===== config.mk =====
export PLATFORM = sky130hd
export DESIGN_NAME = rv_bus_arbiter
export DESIGN_NICKNAME = d
export VERILOG_FILES = /design/src/rtl/rv_bus_arbiter.sv
export SDC_FILE = /design/constraint.sdc
export NUM_CORES = 1
export LEC_CHECK = 0
export CORE_MARGIN = 3
export CORE_UTILIZATION = 35
export CTS_CLUSTER_DIAMETER = 60
export CTS_CLUSTER_SIZE = 24
export DETAILED_ROUTE_END_ITERATION = 12
export PLACE_DENSITY_LB_ADDON = 0.12
export SYNTH_ARGS = -nofsm -noshare
export SYNTH_HDL_FRONTEND = slang
export SYNTH_SLANG_ARGS = --single-unit

===== constraint.sdc =====
create_clock -name clk -period 1.92 [get_ports clk]
set_input_delay 0.48 -clock clk [delete_from_list [all_inputs] [get_ports clk]]
set_output_delay 0.48 -clock clk [all_outputs]
set_load 0.01 [all_outputs]

===== src/rtl/rv_bus_arbiter.sv =====
// Two-master round-robin bus arbiter: one transaction at a time onto a sel/ready slave
// handshake, with read-data return and a slave-wait timeout that completes with an error.
//
// state | meaning
// ------+-----------------------------------------------------------
// IDLE  | no transfer in flight; arbitrate on any m_req
// BUSY  | s_sel high, waiting for s_ready or for the timeout to expire
// RESP  | one-cycle m_ready/m_err pulse to the granted master
module rv_bus_arbiter #(
   parameter int ADDR_W  = 32,
   parameter int DATA_W  = 32,
   parameter int TIMEOUT = 16
) (
   input  logic                clk,
   input  logic                reset,
   input  logic [1:0]          m_req,
   input  logic [1:0]          m_we,
   input  logic [2*ADDR_W-1:0] m_addr,
   input  logic [2*DATA_W-1:0] m_wdata,
   output logic [1:0]          m_ready,
   output logic [1:0]          m_err,
   output logic [DATA_W-1:0]   m_rdata,
   output logic                s_sel,
   output logic                s_we,
   output logic [ADDR_W-1:0]   s_addr,
   output logic [DATA_W-1:0]   s_wdata,
   input  logic [DATA_W-1:0]   s_rdata,
   input  logic                s_ready,
   output logic                grant_id
);

   localparam int CNT_W = $clog2(TIMEOUT + 1);
   localparam logic [CNT_W-1:0] TOUT_LAST = CNT_W'(TIMEOUT - 1);

   typedef enum logic [1:0] {
      ST_IDLE,
      ST_BUSY,
      ST_RESP
   } state_t;

   state_t              state, state_n;
   logic                last_grant, last_grant_n;
   logic [CNT_W-1:0]    tout_cnt, tout_cnt_n;
   logic                grant_id_n;
   logic                s_sel_n;
   logic                s_we_n;
   logic [ADDR_W-1:0]   s_addr_n;
   logic [DATA_W-1:0]   s_wdata_n;
   logic [1:0]          m_ready_n;
   logic [1:0]          m_err_n;
   logic [DATA_W-1:0]   m_rdata_n;
   logic                winner;
   logic [1:0]          grant_onehot;

   always_ff @(posedge clk) begin
      if (!reset) begin
         state      <= ST_IDLE;
         last_grant <= 1'b1;
         tout_cnt   <= '0;
         grant_id   <= 1'b0;
         s_sel      <= 1'b0;
         s_we       <= 1'b0;
         s_addr     <= '0;
         s_wdata    <= '0;
         m_ready    <= '0;
         m_err      <= '0;
         m_rdata    <= '0;
      end else begin
         state      <= state_n;
         last_grant <= last_grant_n;
         tout_cnt   <= tout_cnt_n;
         grant_id   <= grant_id_n;
         s_sel      <= s_sel_n;
         s_we       <= s_we_n;
         s_addr     <= s_addr_n;
         s_wdata    <= s_wdata_n;
         m_ready    <= m_ready_n;
         m_err      <= m_err_n;
         m_rdata    <= m_rdata_n;
      end
   end

   always_comb begin
      state_n      = state;
      last_grant_n = last_grant;
      tout_cnt_n   = tout_cnt;
      grant_id_n   = grant_id;
      s_sel_n      = s_sel;
      s_we_n       = s_we;
      s_addr_n     = s_addr;
      s_wdata_n    = s_wdata;
      m_ready_n    = '0;
      m_err_n      = '0;
      m_rdata_n    = m_rdata;
      // on a tie the master that did not win last time gets the bus
      winner       = (m_req == 2'b11) ? ~last_grant : m_req[1];
      grant_onehot = grant_id ? 2'b10 : 2'b01;

      case (state)
         ST_IDLE: begin
            s_sel_n = 1'b0;
            if (|m_req) begin
               s_sel_n      = 1'b1;
               s_we_n       = winner ? m_we[1] : m_we[0];
               s_addr_n     = winner ? m_addr[2*ADDR_W-1:ADDR_W] : m_addr[ADDR_W-1:0];
               s_wdata_n    = winner ? m_wdata[2*DATA_W-1:DATA_W] : m_wdata[DATA_W-1:0];
               grant_id_n   = winner;
               last_grant_n = winner;
               tout_cnt_n   = '0;
               state_n      = ST_BUSY;
            end
         end
         ST_BUSY: begin
            // s_ready takes priority over a timeout expiring in the same cycle
            if (s_ready) begin
               m_rdata_n = s_we ? '0 : s_rdata;
               m_ready_n = grant_onehot;
               s_sel_n   = 1'b0;
               state_n   = ST_RESP;
            end else if (tout_cnt >= TOUT_LAST) begin
               m_rdata_n = '0;
               m_ready_n = grant_onehot;
               m_err_n   = grant_onehot;
               s_sel_n   = 1'b0;
               state_n   = ST_RESP;
            end else begin
               tout_cnt_n = tout_cnt + CNT_W'(1);
            end
         end
         ST_RESP: begin
            state_n = ST_IDLE;
         end
         default: begin
            state_n = ST_IDLE;
            s_sel_n = 1'b0;
         end
      endcase
   end

endmodule


## Yosys cells after proc, flatten, opt, wreduce, memory -nomap -nowiden

Index checks and enable logic that the tools add are counted.

- Muxes and demuxes: 22
- Eq/ne operators: 7
- Multipliers: 0
- Bitwise operators: 4
- $lt $le $gt $ge: 1
- Div/mod/pow operators: 0
- Add/subtract/negate cells: 1
- Shifts and indexed selects: 0
- Reduce and logical (&&, ||, !) cells: 11

Operators with widths:

| kind | number |
|---|---|
| 32-bit 2-to-1 mux | 5 |
| 5-bit 2-to-1 mux | 3 |
| 2-bit 2-to-1 mux | 6 |
| 5-bit case mux with 2 select lines | 1 |
| 2-bit AND reduction | 5 |
| 2-bit inequality test (second input constant) | 3 |
| 5-bit by 1-bit adder with 5-bit output (second input constant) | 1 |
| 5-bit by 4-bit greater-or-equal comparator with 1-bit output (second input constant) | 1 |
| 1-bit 2-to-1 mux | 5 |
| 2-bit equality test (second input constant) | 2 |
| 1-bit NOT | 4 |
| 2-bit case mux with 2 select lines | 1 |
| 4-bit AND reduction | 1 |
| 2-bit nonzero test | 2 |
| 3-bit inequality test (second input constant) | 1 |
| 1-bit case mux with 3 select lines | 1 |
| 3-bit OR reduction | 1 |
| 2-bit by 1-bit equality test with 1-bit output (second input constant) | 1 |
| 2-bit zero test | 1 |
| 2-bit OR reduction | 1 |

- Bits in read-only memories: 0
- Register bits: 111
- Bits in latches: 0
- Memories: 0
- Input bits: 167
- Word-level logic and storage cells: 57
- RAM bits: 0

## Depth between registers and ports, before layout

Gate-level depths: netlist (run 1).

- Word-level depth: 4
- Depth in mapped cells: 7

## Worst setup path after synthesis (run 1)

Ideal clock, no wire load.

- Path kind: register to register
- From: register tout_cnt[0]
- To: register tout_cnt[2]
- Setup slack: 0.022 ns
- Data arrival time: 1.792 ns
- Stages on the path, launching flop included: 7
- Setup time: 0.106 ns
- Period minus slack after synthesis: 1.898 ns
- Data required time: 1.814 ns
- Cells stage by stage: dfxtp_1 -> ha_1 -> and3_1 -> ha_1 -> or3_1 -> or4_1 -> o311ai_0

- Longest elaborated chain between the ends: 4
- Elaborated cells between the ends (all ways): 7
- Those cells by class: add/sub: 1; order compare: 1; eq/ne: 1; mux: 3; reduce/logical: 1

Ends and longest elaborated chain:

| what | RTL line | text |
|---|---|---|
| from (decl) | 43 | `logic [CNT_W-1:0] tout_cnt, tout_cnt_n;` |
| from (signal assigned) | 71 | `tout_cnt <= tout_cnt_n;` |
| 5-bit by 1-bit adder with 5-bit output | 127 | `tout_cnt_n = tout_cnt + CNT_W'(1);` |
| 5-bit 2-to-1 mux | 120 | `end else if (tout_cnt >= TOUT_LAST) begin` |
| 5-bit 2-to-1 mux | 115 | `if (s_ready) begin` |
| 5-bit case mux with 2 select lines | 99 | `case (state)` |

Several ways; a longest one is shown, not always the timed one. The select of a mux whose other input is x is not followed.
A chain may end at the register's enable or synchronous reset.

## Worst setup path in the final report (run 1)

- From: register tout_cnt[0]
- To: register m_rdata[1]

- Longest elaborated chain between the ends: 3

Ends and longest elaborated chain:

| what | RTL line | text |
|---|---|---|
| 5-bit by 4-bit greater-or-equal comparator with 1-bit output | 120 |  |
| 2-bit nonzero test (no line) | - |  |
| 2-bit AND reduction (no line) | - |  |
| to (signal assigned) | 79 | `m_rdata <= m_rdata_n;` |
| to (decl) | 22 | `output logic [DATA_W-1:0] m_rdata,` |

No other way between the ends.

==> impl_metrics.yaml, run 1 <==
run_status:
  status: "finished, final reports clean"
pwr:
  power_density_nw_per_um2: 755
  pwr-share-clk_pct: 30.4
  p_total_mw: 6.10
  switching_share_pct: 27.3
  power.leakage_nw: 2.98
  internal-power_mw: 4.44
  seq_power_share_pct: 42.9
  comb_power_share_pct: 26.7
  ir_drop_mv: 0.480
  switchingPower_mw: 1.66
layout:
  fin_nets: 880
  final_cell_mix: "clkdlybuf4s50_1, dfxtp_1, a21oi_1"
  final_common_cell: "clkdlybuf4s50_1"
  fin_area_um2: 8090
  area_delta_synth_final_pct: 71.7
  fin_cells: 888
  antennaDiodeCount: 0
  finish.utilization_pct: 62.8
  drive_above_1_share_pct: 10.3
timing:
  fmax_mhz: 542
  period_needed_ns: 1.84
  worst_pin_slew_ns: 0.392
  period_share_pct: 96.0
  rsz0062_at_grt: "false"
  tns_ns: 0
  finClkSkew_ns: 0.0109
  max_slew_margin_pct: 73.6
  holdWs_ns: 0.498
  fin_ws_ns: 0.0763
  hold_viol: 0
  finalSetupViolations: 0
  maxSlewViolCount: 0
routing:
  wl_per_cell_um: 17.0
  first_pass_iters: 4
  drtIter0Drc: 159
  vias: 4651
  viasPerCell: 5.24
  finalWirelength_um: 15100
  drc: 0
  ant_nets: 0
clocking:
  cts_buffer_depth: 2
  cts.sinks: 111
  path_clk_slew_ns: 0.08
  numCtsBuffers: 9
  clk_latency_ns: 0.35
  htreeDepth: 3
  cts_root_buffer: "clkbuf_16"
  cts_hold_buf: 0
  cts_tree: "built"
critical_path:
  cp_data_required_time_ns: 2.21
  slowest_delay_ns: 0.39
  critPathKind: "reg -> reg"
  crit_top_cell: "ha_2"
  cpMaxStageDelayCell: "or3_4"
  path_max_fanout: 20
  crit_arrival_ns: 2.14
  r2r-start: "tout_cnt[0]"
  r2r_end: "m_rdata[1]"
  cp-start-kind: "flop"
  r2r_slack_ns: 0.08
  crit_chain: "ha_2, and3_1, ha_2, or3_4, o21bai_4, buf_12, a32o_1"
  setup.worst_path.end_class: "flop"
  reg2reg_depth: 7
synth:
  synthDistinctLibCells: 35
  yosys_warnings: 0
  avgSynthCellArea_um2: 10.6
  syn_inst: 446
  synth_nets: 615
  synthesis.area_um2: 4710
  ys_ff_latch: 111
  ys_seq_area_share_pct: 47.2
die:
  die_area_um2: 14900
  die_w_um: 122
  num_rows: 41
  coreArea_um2: 12900
  die-height_um: 122
  io_pins: 270
  start_util_pct: 36.6
global_routing:
  grt-ovfl-total: 0
  grt_pass1_wl_um: 23600
  grtUsageTotal_pct: 19.5
  grt_max_degree: 74
  antenna_found_initial: 0
  first_global_vias: 4685
place:
  post-dp-hpwl_um: 11200
  gp_congestion: 0.794
  dp.cells: 872
  placed_cell_area_um2: 7760
  place_ws_ns: -0.190
  port-buffer-count: 269
flow_run:
  cap_violations: 0
min_path:
  worstHoldPathCells: 1
  min_delay_worst_endpoint: "m_rdata[27]"
  min_path_type: "reg -> reg"
  hp-start: "m_rdata[27]"
==> synthesized netlist by cell type <==
| cell | instances | area, um^2 |
|---|---|---|
| nand4_1 | 1 | 6.26 |
| o32ai_1 | 2 | 17.5 |
| clkbuf_1 | 21 | 78.8 |
| inv_1 | 3 | 11.3 |
| buf_6 | 5 | 56.3 |
| or4_1 | 1 | 7.51 |
| and4_1 | 3 | 26.3 |
| nand2b_1 | 2 | 12.5 |
| a211oi_1 | 55 | 413 |
| a32o_1 | 32 | 320 |
| mux2i_1 | 68 | 681 |
| o211ai_1 | 2 | 15.0 |
| nand3_1 | 1 | 5.00 |
| nor3b_1 | 1 | 7.51 |
| nand4b_1 | 1 | 8.76 |
| a211oi_2 | 10 | 125 |
| o311ai_0 | 2 | 17.5 |
| o21ai_0 | 3 | 15.0 |
| buf_2 | 14 | 70.1 |
| a21boi_2 | 1 | 11.3 |
| nor2_2 | 2 | 12.5 |
| ha_1 | 2 | 25.0 |
| or3_1 | 1 | 6.26 |
| o21bai_4 | 1 | 18.8 |
| a21oi_1 | 69 | 345 |
| buf_1 | 2 | 7.51 |
| nor2b_1 | 1 | 6.26 |
| nor4_2 | 1 | 12.5 |
| buf_4 | 7 | 52.6 |
| nor2_1 | 4 | 15.0 |
| nand2_1 | 9 | 33.8 |
| or2_2 | 2 | 12.5 |
| dfxtp_1 | 111 | 2220 |
| and3_1 | 3 | 18.8 |
| nor3_1 | 3 | 15.0 |
==> metal layers <==
layer	routed length [um]	vias to the layer above	track usage, %	share of wire [%]
met4	299	0	6.16	2.0
li1	-	2252	-	-
met3	1140	25	5.62	7.5
met2	7720	168	35.0	51
met1	5960	2206	22.3	39
met5	0	-	0	0
==> state kept, by name, summed over array words and instances (netlist names) <==
register	cells
state	2
tout_cnt	5
s_we	1
s_sel	1
m_rdata	32
m_ready	2
s_wdata	32
s_addr	32
grant_id	1
last_grant	1
m_err	2
==> final cells by class <==
class                           count  area, um^2
Fill cell                        1087        4790
Timing Repair Buffer              303        3070
Multi-Input combinational cell    283        2260
Sequential cell                   111        2220
Clock buffer                       11         253
Tap cell                          172         215
Clock inverter                      5        51.3
Inverter                            3        11.3
==> how the worst max path moves through the flow <==
| stage | start | endpoint |
|---|---|---|
| after detailed placement | m_req[0] | s_addr[5] |
| after global placement | m_req[1] | s_addr[5] |
| after floorplan | tout_cnt[0] | tout_cnt[2] |
| final | tout_cnt[0] | m_rdata[1] |
| after CTS | tout_cnt[0] | tout_cnt[2] |
| after global routing | tout_cnt[0] | m_rdata[15] |
==> logic make-up after synthesis <==
family                   count (synthesis)  synth area share [%]
AO/OA/AOI/OAI                          177                  27.6
adder cells (fa/ha/maj)                  2                 0.531
buffers and inverters                   52                  5.87
flip-flops                             111                  47.2
multiplexers                            68                  14.5
AND/OR/NAND/NOR                         36                  4.38
==> what timing repair did <==
item | 4_1_cts | 5_1_grt
gates resized for setup | 1 | 6
buffers inserted | 0 | 0
endpoints found under the setup margin | 1 | 16
pin swaps | 0 | 2
==> power groups by stage <==
stage | logic, mW | clock network, mW | registers [mW]
after floorplan | 0.609 | 0 | 2.75
after global placement | 1.62 | 0 | 2.66
after detailed placement | 1.64 | 0 | 2.67
after CTS | 1.65 | 1.91 | 2.62
after global routing | 1.75 | 1.99 | 2.65
final | 1.63 | 1.85 | 2.62
==> critical path, delay by kind of cell (launching register included) <==
kind	cells	cell delay [ns]
compound gates	2	0.37
simple gates	2	0.57
fa+ha+maj	2	0.35
flops	1	0.33
buf+inv	1	0.18
Power figures use the tool's default switching activity.
==> run 2: changes to the inputs <==
- ABC_AREA: unset -> 1
- CORE_UTILIZATION: 35 -> 34
- PLACE_DENSITY: unset -> 0.8
- PLACE_DENSITY_LB_ADDON: 0.12 -> unset
==> impl_metrics.yaml, run 2 <==
layout:
  final_common_cell: "clkdlybuf4s50_1"
  antennaDiodeCount: 0
  fin_area_um2: 8020
  fin_nets: 1080
  drive_above_1_share_pct: 5.90
  fin_cells: 1091
  final_cell_mix: "clkdlybuf4s50_1, o21ai_0, dfxtp_1"
  area_delta_synth_final_pct: 72.8
  top_regs: "m_rdata (32), s_addr (32), s_wdata (32)"
synth:
  synthArstFlopShare_pct: 0
  syn_inst: 645
  synth_nets: 814
  synth_common_cells: "o21ai_0, dfxtp_1, a21oi_1"
  synth.area.top_cells: "dfxtp_1, o21ai_0, a21oi_1, nand2_1, nor2_1"
  yosys_warnings: 0
  synth_top_area_share_pct: 47.9
  ys.flop_type: "dfxtp_1"
  yosysMostFrequentCell: "o21ai_0"
  ys_seq_area_share_pct: 47.9
  synth_edf_count: 0
  avgSynthCellArea_um2: 7.19
  ys_ff_latch: 111
  synthesis.area_um2: 4640
  synthDistinctLibCells: 19
  yosys.area.top_type: "dfxtp_1"
critical_path:
  cp-start-kind: "flop"
  setup.worst_path.end_class: "output port"
  crit_family: "buffers and inverters"
  slowest_delay_ns: 0.60
  critPathKind: "reg -> out"
  cp_data_required_time_ns: 1.44
  cpMaxStageDelayCell: "clkdlybuf4s50_1"
  path_max_fanout: 5
  crit_arrival_ns: 1.36
  crit_chain: "clkdlybuf4s50_1"
  crit_buf_inv: 1
min_path:
  min_path_type: "reg -> reg"
routing:
  drtIter0Drc: 242
  viasPerCell: 4.63
  ant_nets: 0
  finalWirelength_um: 15000
  first_pass_iters: 4
  drc: 0
  vias: 5056
  wl_per_cell_um: 13.8
global_routing:
  grt-ovfl-total: 0
  antenna_found_initial: 0
  grt_pass1_wl_um: 22900
  grtUsageTotal_pct: 19.2
  first_global_vias: 4733
  grt_max_degree: 50
die:
  coreArea_um2: 13300
  start_util_pct: 34.9
  num_rows: 42
  die-height_um: 123
  io_pins: 270
  die_area_um2: 15100
  die_w_um: 123
place:
  gp_congestion: 0.812
  post-dp-hpwl_um: 11300
  port-buffer-count: 269
  dp.cells: 1075
  placed_cell_area_um2: 7700
clocking:
  post_cts_resized: 0
  htreeDepth: 3
  clk_latency_ns: 0.34
  cts_hold_buf: 0
  cts_tree: "built"
  path_clk_slew_ns: 0.07
  cts_buffer_depth: 2
  numCtsBuffers: 9
  cts.sinks: 111
  postCtsSetupBuffers: 0
  cts_root_buffer: "clkbuf_16"
run_status:
  status: "finished, final reports clean"
timing:
  maxSlewViolCount: 0
  max_slew_margin_pct: 70.1
  period_share_pct: 96.0
  worst_pin_slew_ns: 0.449
  rsz0062_at_grt: "false"
  period_needed_ns: 1.84
  finalSetupViolations: 0
  fmax_mhz: 542
  hold_viol: 0
  finClkSkew_ns: 0.00635
  tns_ns: 0
pwr:
  ir_drop_mv: 0.413
  power_density_nw_per_um2: 757
  power.leakage_nw: 3.24
flow_run:
  cap_violations: 0
==> run 2: power breakdown <==
group          total [mW]  internal (mW)  switching [mW]
Clock                1.85           1.01           0.843
Combinational        1.61          0.921           0.684
Sequential           2.62           2.51           0.109
==> run 2: worst min-delay path, stage by stage, from the launching register on <==
cell     delay [ns]
dfxtp_1        0.31
nand2_1        0.06
a21oi_1        0.05
==> run 2: kinds of logic (layout without fill, tap and decap cells) <==
| group | after synthesis | after routing | share of synthesized area (%) |
|---|---|---|---|
| buffers and inverters | 121 | 391 | 10.6 |
| DFF | 111 | 111 | 47.9 |
| and+or+nand+nor | 176 | 176 | 15.4 |
| adders and majority gates | 2 | 2 | 0.539 |
| AOI/OAI and AO/OA | 235 | 235 | 25.5 |
==> run 2: routing by layer <==
| layer | GRT usage [%] | share of wire, % | vias up |
|---|---|---|---|
| met5 | 0 | 0 | - |
| met4 | 6.72 | 1.9 | 0 |
| met3 | 7.56 | 9.8 | 22 |
| met2 | 33.2 | 49 | 164 |
| met1 | 21.3 | 39 | 2250 |
| li1 | - | - | 2620 |
==> run 2: per-stage QoR <==
| step | util (%) | total power [mW] | setup WS (ns) | hold WS [ns] |
|---|---|---|---|---|
| detailed placement | 57.9 | 4.27 | -0.170 | 0.452 |
| finish | 60.3 | 6.07 | 0.0762 | 0.459 |
| floorplan | - | 3.29 | 0.344 | 0.439 |
| global placement | 57.9 | 4.24 | -0.126 | 0.447 |
| CTS | 60.1 | 6.13 | 0.0351 | 0.463 |
| global route | 60.3 | 6.39 | 0.00350 | 0.473 |
==> run 2: area by class of cell <==
class | instances | area, um^2
fillers | 1192 | 5280
repair buffers | 300 | 3060
flip-flops and latches | 111 | 2220
multi-input cells | 413 | 1940
inverters | 76 | 285
clock buffers | 10 | 229
well taps | 176 | 220
clock inverters | 5 | 60.1
==> run 2: final timing paths <==
kind / to / from / cells after the start / slack, ns
worst min-delay path: m_rdata[25] / m_rdata[25] / 2 / 0.46
worst min register to register: m_rdata[25] / m_rdata[25] / 2 / 0.46
worst max register to register: m_rdata[2] / tout_cnt[0] / 10 / 0.19
worst max-delay path: grant_id / grant_id / 1 / 0.08
==> edit, RTL diff (flow settings as in run 2) <==
`s_addr` no longer has a reset.
--- a/src/rtl/rv_bus_arbiter.sv
+++ b/src/rtl/rv_bus_arbiter.sv
@@ -61,5 +61,4 @@
          s_sel      <= 1'b0;
          s_we       <= 1'b0;
-         s_addr     <= '0;
          s_wdata    <= '0;
          m_ready    <= '0;
@@ -73,5 +72,4 @@
          s_sel      <= s_sel_n;
          s_we       <= s_we_n;
-         s_addr     <= s_addr_n;
          s_wdata    <= s_wdata_n;
          m_ready    <= m_ready_n;
@@ -79,4 +77,8 @@
          m_rdata    <= m_rdata_n;
       end
+   end
+
+   always_ff @(posedge clk) begin
+      s_addr <= s_addr_n;
    end
 
Function: changed (a bounded check fails within 4 cycles, from zero or initial values and one cycle with reset low).
==> edit against run 2 <==
Setup slack improved by 0.016 ns; utilization rose by 0.11 points; power fell by 2.2%; hold slack barely moved; cell area fell by 4.1%; sequential cell count did not move; synthesized area fell by 3.8%; routed wire length fell by 5.7%; die area fell by 3.6%; highest routed layer unchanged.
==> edit: results (changes against run 2) <==
stage	metric	value	unit	change
synth	mux cell area share after synthesis	0	%	unchanged
finish	layout cell share with drive strength beyond 1	5.985	%	+0.083 points
synth	Synth cell types	25		+6
global_route	largest net degree at the start of global routing	63		+26%
route	met2 WL	7009	um	-4.9%
clocking	H-tree levels	3		unchanged
synth	XOR/XNOR Fraction of Synth Area	0	%	unchanged
route	drt first-iter violations	207		-14%
route	via/cell ratio	4.629		-0.11%
synth	Synth Flop Type	dfxtp_1		
route	wire per inst	14.54	um	+5.6%
synth	synth top area cells	dfxtp_1 35%, edfxtp_1 22%, nand2_1 20%		
sta	clock skew	0.006174	ns	-0.0001811 ns
placement	I/O Buffers	269		unchanged
finish	fillers	1143		-4.1%
synth	Post-synth EDFFs	32		+32
synth	most numerous cell in the Yosys netlist	nand2_1		
hold_path	HP Class	reg -> reg		
sta	Max-slew headroom	78.17	%	+8.1 points
synth	adder-cell share of the synthesized area	0.5610	%	+0.021 points
placement	Final Wtd Congestion	0.8519		+4.9%
critical_path	Crit path arrival time	1.35	ns	
global_route	global-route wire length before repair	21650	um	-5.5%
global_route	Tot GR Track Use	19.02	%	-0.16 points
finish	Final nets	966		-11%
run_status	status	finished clean		
global_route	vias in the first global route	4228		-11%
synth	Syn. warnings	0		unchanged
placement	dpl hpwl	10650	um	-6.2%
synth	Synth Area in Compound Gates	13.72	%	-12 points
synth	sequential area share after synthesis	57.00	%	+9.1 points
synth	synthesized net count	705		-13%
power	worst vdd ir	0.0004229	V	+2.4%
power	Leak	0.003007	uW	-7.1%
route	met3 WL	1285	um	-13%
route	Post-Route M1 WL	5524	um	-6.2%
clocking	CTS resizes	0		unchanged
synth	Post-synth top cells	243 x nand2_1, 79 x dfxtp_1, 34 x o21ai_0		
finish	top flop regs	m_rdata: 32 flops, s_addr: 32 flops, s_wdata: 32 flops		
critical_path	CP Max Fanout	3		-2
==> edit: area by class of cell <==
cell class / count / area [um^2] / share of cell area [%]
tap: 172 / 215.2 / 2.801
sequential: 111 / 2542 / 33.09
clock buffer: 11 / 254.0 / 3.306
multi-input combinational: 379 / 1690 / 22.00
inverter: 12 / 46.29 / 0.6025
timing repair buffer: 284 / 2905 / 37.81
clock inverter: 5 / 30.03 / 0.3908
==> edit: final timing paths <==
check | startpoint | to | slack, ns | cells past startpoint
min reg2reg | m_rdata[24] | m_rdata[24] | 0.46 | 2
min | m_rdata[24] | m_rdata[24] | 0.46 | 2
max reg2reg | tout_cnt[0] | tout_cnt[3] | 0.17 | 12
max | s_we | s_we | 0.09 | 1
==> edit: cell families (layout without fill, tap and decap cells) <==
| kind of cell | after synthesis | after routing |
|---|---|---|
| simple gates | 269 | 269 |
| flops | 111 | 111 |
| fa+ha+maj | 2 | 2 |
| buf+inv | 46 | 312 |
| compound gates | 108 | 108 |
==> edit: routing by layer <==
layer,vias up,track usage [%]
li1,2297,-
met1,2014,21.27
met2,175,32.80
met3,23,6.876
met4,0,7.790
met5,-,0
==> edit: through the flow <==
stage	hold slack [ns]	instances	setup slack [ns]	cell area, um^2
2_1_floorplan	0.4287	536	0.3877	4461
3_3_place_gp	0.4473	958	0.03958	7400
3_5_place_dp	0.4513	958	-0.01649	7400
4_1_cts	0.4622	974	0.06309	7684
5_1_grt	0.4805	974	0.0008262	7684
6_report	0.4592	974	0.09197	7684
==> edit: power by group <==
group / switching (uW) / total, uW / internal, uW
Combinational: 604 / 1410 / 808
Clock: 831 / 1790 / 957
Sequential: 90.5 / 2730 / 2640
